--- src/rtl/cpu4_fetch_stage.sv ---
// cpu4 instruction-fetch front end: owns the PC, issues 1-cycle synchronous reads to i_memory,
// buffers returned words in a small FIFO and hands them to decode over valid/ready.
module cpu4_fetch_stage #(
  parameter logic [31:0] RESET_PC  = 32'h0000_0000,
  parameter int          BUF_DEPTH = 2
) (
  input  logic        clk,
  input  logic        rst_,
  output logic        imem_req,
  output logic [31:0] imem_addr,
  input  logic [31:0] imem_rdata,
  input  logic        redirect,
  input  logic [31:0] redirect_pc,
  input  logic        halt,
  output logic        if_valid,
  output logic [31:0] if_instr,
  output logic [31:0] if_pc,
  input  logic        id_ready,
  output logic        fetch_exc
);

  localparam int PW = (BUF_DEPTH > 1) ? $clog2(BUF_DEPTH) : 1;
  localparam int CW = PW + 1;
  localparam logic [CW:0] DEPTH_W = (CW + 1)'(BUF_DEPTH);

  typedef enum logic [1:0] {RUN = 2'd0, HALTED = 2'd1, EXC = 2'd2} state_t;

  state_t        state;
  logic [31:0]   pc;
  logic [31:0]   inflight_pc;
  logic          inflight;
  logic [31:0]   buf_instr [BUF_DEPTH];
  logic [31:0]   buf_pc    [BUF_DEPTH];
  logic [PW-1:0] rd_ptr;
  logic [PW-1:0] wr_ptr;
  logic [CW-1:0] count;
  logic          run;
  logic          kill;
  logic          pop;
  logic          push;
  logic [CW:0]   occupancy;

  // A pop in this cycle frees a slot, so credit it when deciding whether to issue a read;
  // this is what lets two entries sustain one instruction per cycle.
  always_comb begin
    run       = (state == RUN);
    kill      = redirect | halt;
    pop       = (count != {CW{1'b0}}) & id_ready;
    push      = rst_ & run & inflight & ~kill;
    occupancy = (CW + 1)'(count) + (CW + 1)'(inflight) - (CW + 1)'(pop);
    imem_req  = rst_ & run & ~kill & (occupancy < DEPTH_W);
    imem_addr = pc;
    if_valid  = (count != {CW{1'b0}});
    fetch_exc = (state == EXC);
    if (if_valid) begin
      if_instr = buf_instr[rd_ptr];
      if_pc    = buf_pc[rd_ptr];
    end else begin
      if_instr = 32'h0000_0000;
      if_pc    = 32'h0000_0000;
    end
  end

  // Control: state, PC, in-flight tracking and FIFO occupancy.
  always_ff @(posedge clk) begin
    if (!rst_) begin
      state       <= RUN;
      pc          <= RESET_PC;
      inflight    <= 1'b0;
      inflight_pc <= 32'h0000_0000;
      count       <= {CW{1'b0}};
      rd_ptr      <= {PW{1'b0}};
      wr_ptr      <= {PW{1'b0}};
    end else begin
      case (state)
        RUN: begin
          if (halt) begin
            state    <= HALTED;
            inflight <= 1'b0;
            count    <= {CW{1'b0}};
            rd_ptr   <= {PW{1'b0}};
            wr_ptr   <= {PW{1'b0}};
          end else if (redirect) begin
            if (redirect_pc[1:0] != 2'b00) begin
              state <= EXC;
            end else begin
              pc <= redirect_pc;
            end
            inflight <= 1'b0;
            count    <= {CW{1'b0}};
            rd_ptr   <= {PW{1'b0}};
            wr_ptr   <= {PW{1'b0}};
          end else begin
            inflight <= imem_req;
            if (imem_req) begin
              pc          <= pc + 32'd4;
              inflight_pc <= pc;
            end
            if (push) begin
              wr_ptr <= wr_ptr + PW'(1);
            end
            if (pop) begin
              rd_ptr <= rd_ptr + PW'(1);
            end
            count <= count + CW'(push) - CW'(pop);
          end
        end
        default: begin
          inflight <= 1'b0;
          count    <= {CW{1'b0}};
          rd_ptr   <= {PW{1'b0}};
          wr_ptr   <= {PW{1'b0}};
        end
      endcase
    end
  end

  // FIFO storage, tagged with the address each word was fetched from.
  always_ff @(posedge clk) begin
    if (push) begin
      buf_instr[wr_ptr] <= imem_rdata;
      buf_pc[wr_ptr]    <= inflight_pc;
    end
  end

endmodule

--- config.mk ---
export PLATFORM = sky130hd
export DESIGN_NAME = cpu4_fetch_stage
export DESIGN_NICKNAME = d
export VERILOG_FILES = /design/src/rtl/cpu4_fetch_stage.sv
export SDC_FILE = /design/constraint.sdc
export NUM_CORES = 1
export LEC_CHECK = 0
export CORE_MARGIN = 3
export CORE_UTILIZATION = 30
export DETAILED_ROUTE_END_ITERATION = 12
export MAX_ROUTING_LAYER = met4
export PLACE_DENSITY = 0.51
export SETUP_SLACK_MARGIN = 0.4
export SYNTH_ARGS = -nofsm -noshare
export SYNTH_HDL_FRONTEND = slang
export SYNTH_SLANG_ARGS = --single-unit
export TNS_END_PERCENT = 20
--- constraint.sdc ---
create_clock -name clk -period 6.7 [get_ports clk]
set_clock_uncertainty 0.2 [all_clocks]
set_input_delay 1.34 -clock clk [delete_from_list [all_inputs] [get_ports clk]]
set_output_delay 1.34 -clock clk [all_outputs]
set_load 0.05 [all_outputs]
==> impl_metrics.tcl <==
set metrics [dict create \
    p_int_uw 1940 \
    power_frac_comb_pct 6.1 \
    yosys.area_share.simple_pct 14.8 \
    layout.nets 938 \
    async_flop_share_pct 0 \
    hold_violations 0 \
    power.density_nw_per_um2 231 \
    core_um2 26500 \
    clkLatencyLatePin_ns 0.43 \
    timing.final.crit_share_pct 73.2 \
    layout_commonest_cell "clkdlybuf4s50_1" \
    post_drt_via_cell_ratio 4.81 \
    start_kind "input port" \
    gr-total-overflow 0 \
    maxSlewViolCount 0 \
    regArea_um2 5290 \
    routed_wl_um 20800 \
    fin_setup_tns_ns 0 \
    die_x_um 172 \
    rr_worst_depth 10 \
    critPathArrivalTime_ns 3.36 \
    synth_compound_area_share_pct 9.41 \
    antenna_cells 0 \
    reg2reg_slack_ns 3.66 \
    reg2reg_to "imem_addr[12]" \
    via_count 5844 \
    dieArea_um2 29500 \
    remaining_drc_errors 0 \
    synth_top_family_by_area "simple AND/OR/NAND/NOR gates" \
    synth_top_area_share_pct 46.7 \
    cts_tree "yes" \
    crit_end "imem_req" \
    worstHoldPathType "reg -> reg" \
    synth_nets 786 \
    h-tree-depth 4 \
    area_delta_synth_final_pct 31.7 \
    post_cts_buffers 0 \
    pre_cts_ws_ns 1.77 \
    worstReg2RegStart "count[1]" \
    cp_max_fo 4 \
    p_leak_uw 0.00349 \
    synth_edf_count 128 \
    switching_share_pct 22.7 \
    drtPass1Iterations 4 \
    required_ns 5.16 \
    rsz0062_at_grt "false" \
    layout-drive-gt1-share_pct 6.26 \
    status "complete, no violations" \
    netlist_area_um2 8230 \
    relSlewSlack_pct 34.7 \
    wl_per_cell_um 17.2 \
    synth_warnings 0 \
    grt_pass1_wl_um 32600 \
    start_util_pct 31.1 \
    period_needed_ns 4.90 \
    ys.flop_type "edfxtp_1" \
    muxShareOfSynthArea_pct 8.03 \
    dpl.hpwl_um 13700 \
    clock.fmax_mhz 204 \
    drt_iter0_drc 473 \
    post_cts_resized 0 \
    antenna_left 0 \
    cts_buffer_depth 2 \
    yosysSeqAreaShare_pct 64.2 \
    max-cap-violations 0 \
    synth_cells 714 \
    synthAdderAreaFrac_pct 0.547 \
    grt_max_degree 65 \
    worst_pin_slew_ns 0.979 \
    gp_congestion 0.792 \
    multiInputGateArea_um2 2760 \
    worst_setup_path_end_kind "output pin" \
    seq_power_share_pct 53.1 \
    switchingPower_uw 567 \
    ioPinCount 168 \
    clkPwrFrac_pct 40.7 \
    synth_seq_cells 200 \
    fin_ws_ns 1.80 \
    rows 59 \
    clockRootBuffer "clkbuf_16" \
    layout_common_cells "166 x clkdlybuf4s50_1, 128 x edfxtp_1, 98 x nand2_1" \
    setup_viol 0 \
    synth.distinct_cells 56 \
    vdd_drop_max_mv 0.130 \
    numCtsBuffers 17 \
    ys_top_cells_by_area "edfxtp_1 47%, dfxtp_1 18%, mux2i_1 8.0%" \
    synth_area_leader_cell "edfxtp_1" \
    clk_pin_slew_ns 0.07 \
    nFillCells 2596 \
    antenna_found_initial 0 \
    io_buffers 167 \
    cts_sinks 200 \
    path_class "in -> out" \
    crit_path_start "id_ready" \
    hold_buffers 0 \
    synth_xor_area_share_pct 0.532 \
    syn-mean-instance-area_um2 11.5 \
    grt_pass1_vias 5735 \
    track_usage_pct 14.8 \
    fp.dieH_um 172 \
]
[per-stage QoR]
stage                     util [%]  area [µm²]  hold slack (ns)  instances  total power (µW)
after floorplan                  -        8230            0.225        714              1430
after global placement        38.7       10200            0.233       1182              1510
after detailed placement      38.7       10200            0.238       1182              1510
after CTS                     40.9       10800            0.251       1214              2540
after global routing          40.9       10800            0.273       1214              2600
final                         40.9       10800            0.251       1214              2500
[flip-flops by register name, indices dropped and copies added (netlist names), named ones only]
name / count
inflight_pc: 32
state: 2
buf_pc: 64
rd_ptr: 1
inflight: 1
buf_instr: 64
count: 2
wr_ptr: 1
imem_addr: 32
[layer usage]
| metal | track usage, % | vias up | wire length (µm) | part of all wire (%) |
|---|---|---|---|---|
| met5 | - | - | 0 | 0 |
| met4 | 3.08 | 0 | 116 | 0.56 |
| met3 | 2.96 | 8 | 1250 | 6.0 |
| met2 | 23.0 | 184 | 9600 | 46 |
| met1 | 20.2 | 2760 | 9860 | 47 |
| li1 | - | 2892 | - | - |
[cells by family after synthesis]
logic type	after synthesis
AO/OA/AOI/OAI	123
AND/OR/NAND/NOR	266
multiplexers	66
buffers and inverters	51
adder cells (fa/ha/maj)	3
flip-flops	200
XOR/XNOR	5
[worst min path at each step]
| stage | from | end | slack [ns] | cells after the start |
|---|---|---|---|---|
| 6_report | inflight_pc[24] | buf_pc[1][24] | 0.25 | 0 |
| 4_1_cts | inflight_pc[26] | buf_pc[1][26] | 0.25 | 0 |
| 3_5_place_dp | inflight_pc[23] | buf_pc[0][23] | 0.24 | 0 |
| 5_1_grt | inflight_pc[25] | buf_pc[0][25] | 0.27 | 0 |
| 2_1_floorplan | inflight_pc[0] | buf_pc[0][0] | 0.23 | 0 |
| 3_3_place_gp | inflight_pc[24] | buf_pc[0][24] | 0.23 | 0 |
[synthesized netlist by cell type, types with 2 or more instances]
library cell	instances
nor2_1	98
or3_1	6
nand2_1	98
o21ai_0	15
and3_1	12
mux2i_1	66
ha_1	2
buf_2	3
inv_1	6
a211o_1	2
o22ai_1	3
nor4_4	2
nor4_1	3
a211oi_1	2
a21oi_1	49
and4_1	3
dfxtp_1	72
o221a_2	2
o31ai_1	3
clkbuf_2	2
o21a_1	3
a22oi_1	10
a31oi_1	11
buf_1	9
xor2_1	4
a22o_1	4
nand4_1	4
and2_1	2
clkinv_1	2
or4_1	3
o211ai_1	8
edfxtp_1	128
clkbuf_1	28
nand3_1	16
nor3_1	6
nor2b_1	5
o31a_1	3
[area by class of cell]
cell class	instances	share of cell area, %
repair buffers	176	16.1
well taps	335	3.87
clock buffers	20	4.32
clock inverters	12	1.14
inverters	8	0.277
flip-flops and latches	200	48.8
multi-input cells	463	25.5
[power groups by stage]
stage                     clock (µW)  combinational (µW)  sequential (µW)
final                           1020                 153             1330
after global placement             0                 154             1360
after floorplan                    0                50.9             1380
after global routing            1100                 165             1330
after detailed placement           0                 154             1360
after CTS                       1050                 155             1330
[critical path, stage by stage]
cell             delay (ns)
clkdlybuf4s50_1        0.50
nand2_1                0.06
nor2_1                 0.17
o21ai_0                0.14
fa_1                   0.40
xor2_1                 0.25
nand4b_1               0.21
clkinv_1               0.10
buf_4                  0.20
(Power assumes the default switching activity.)
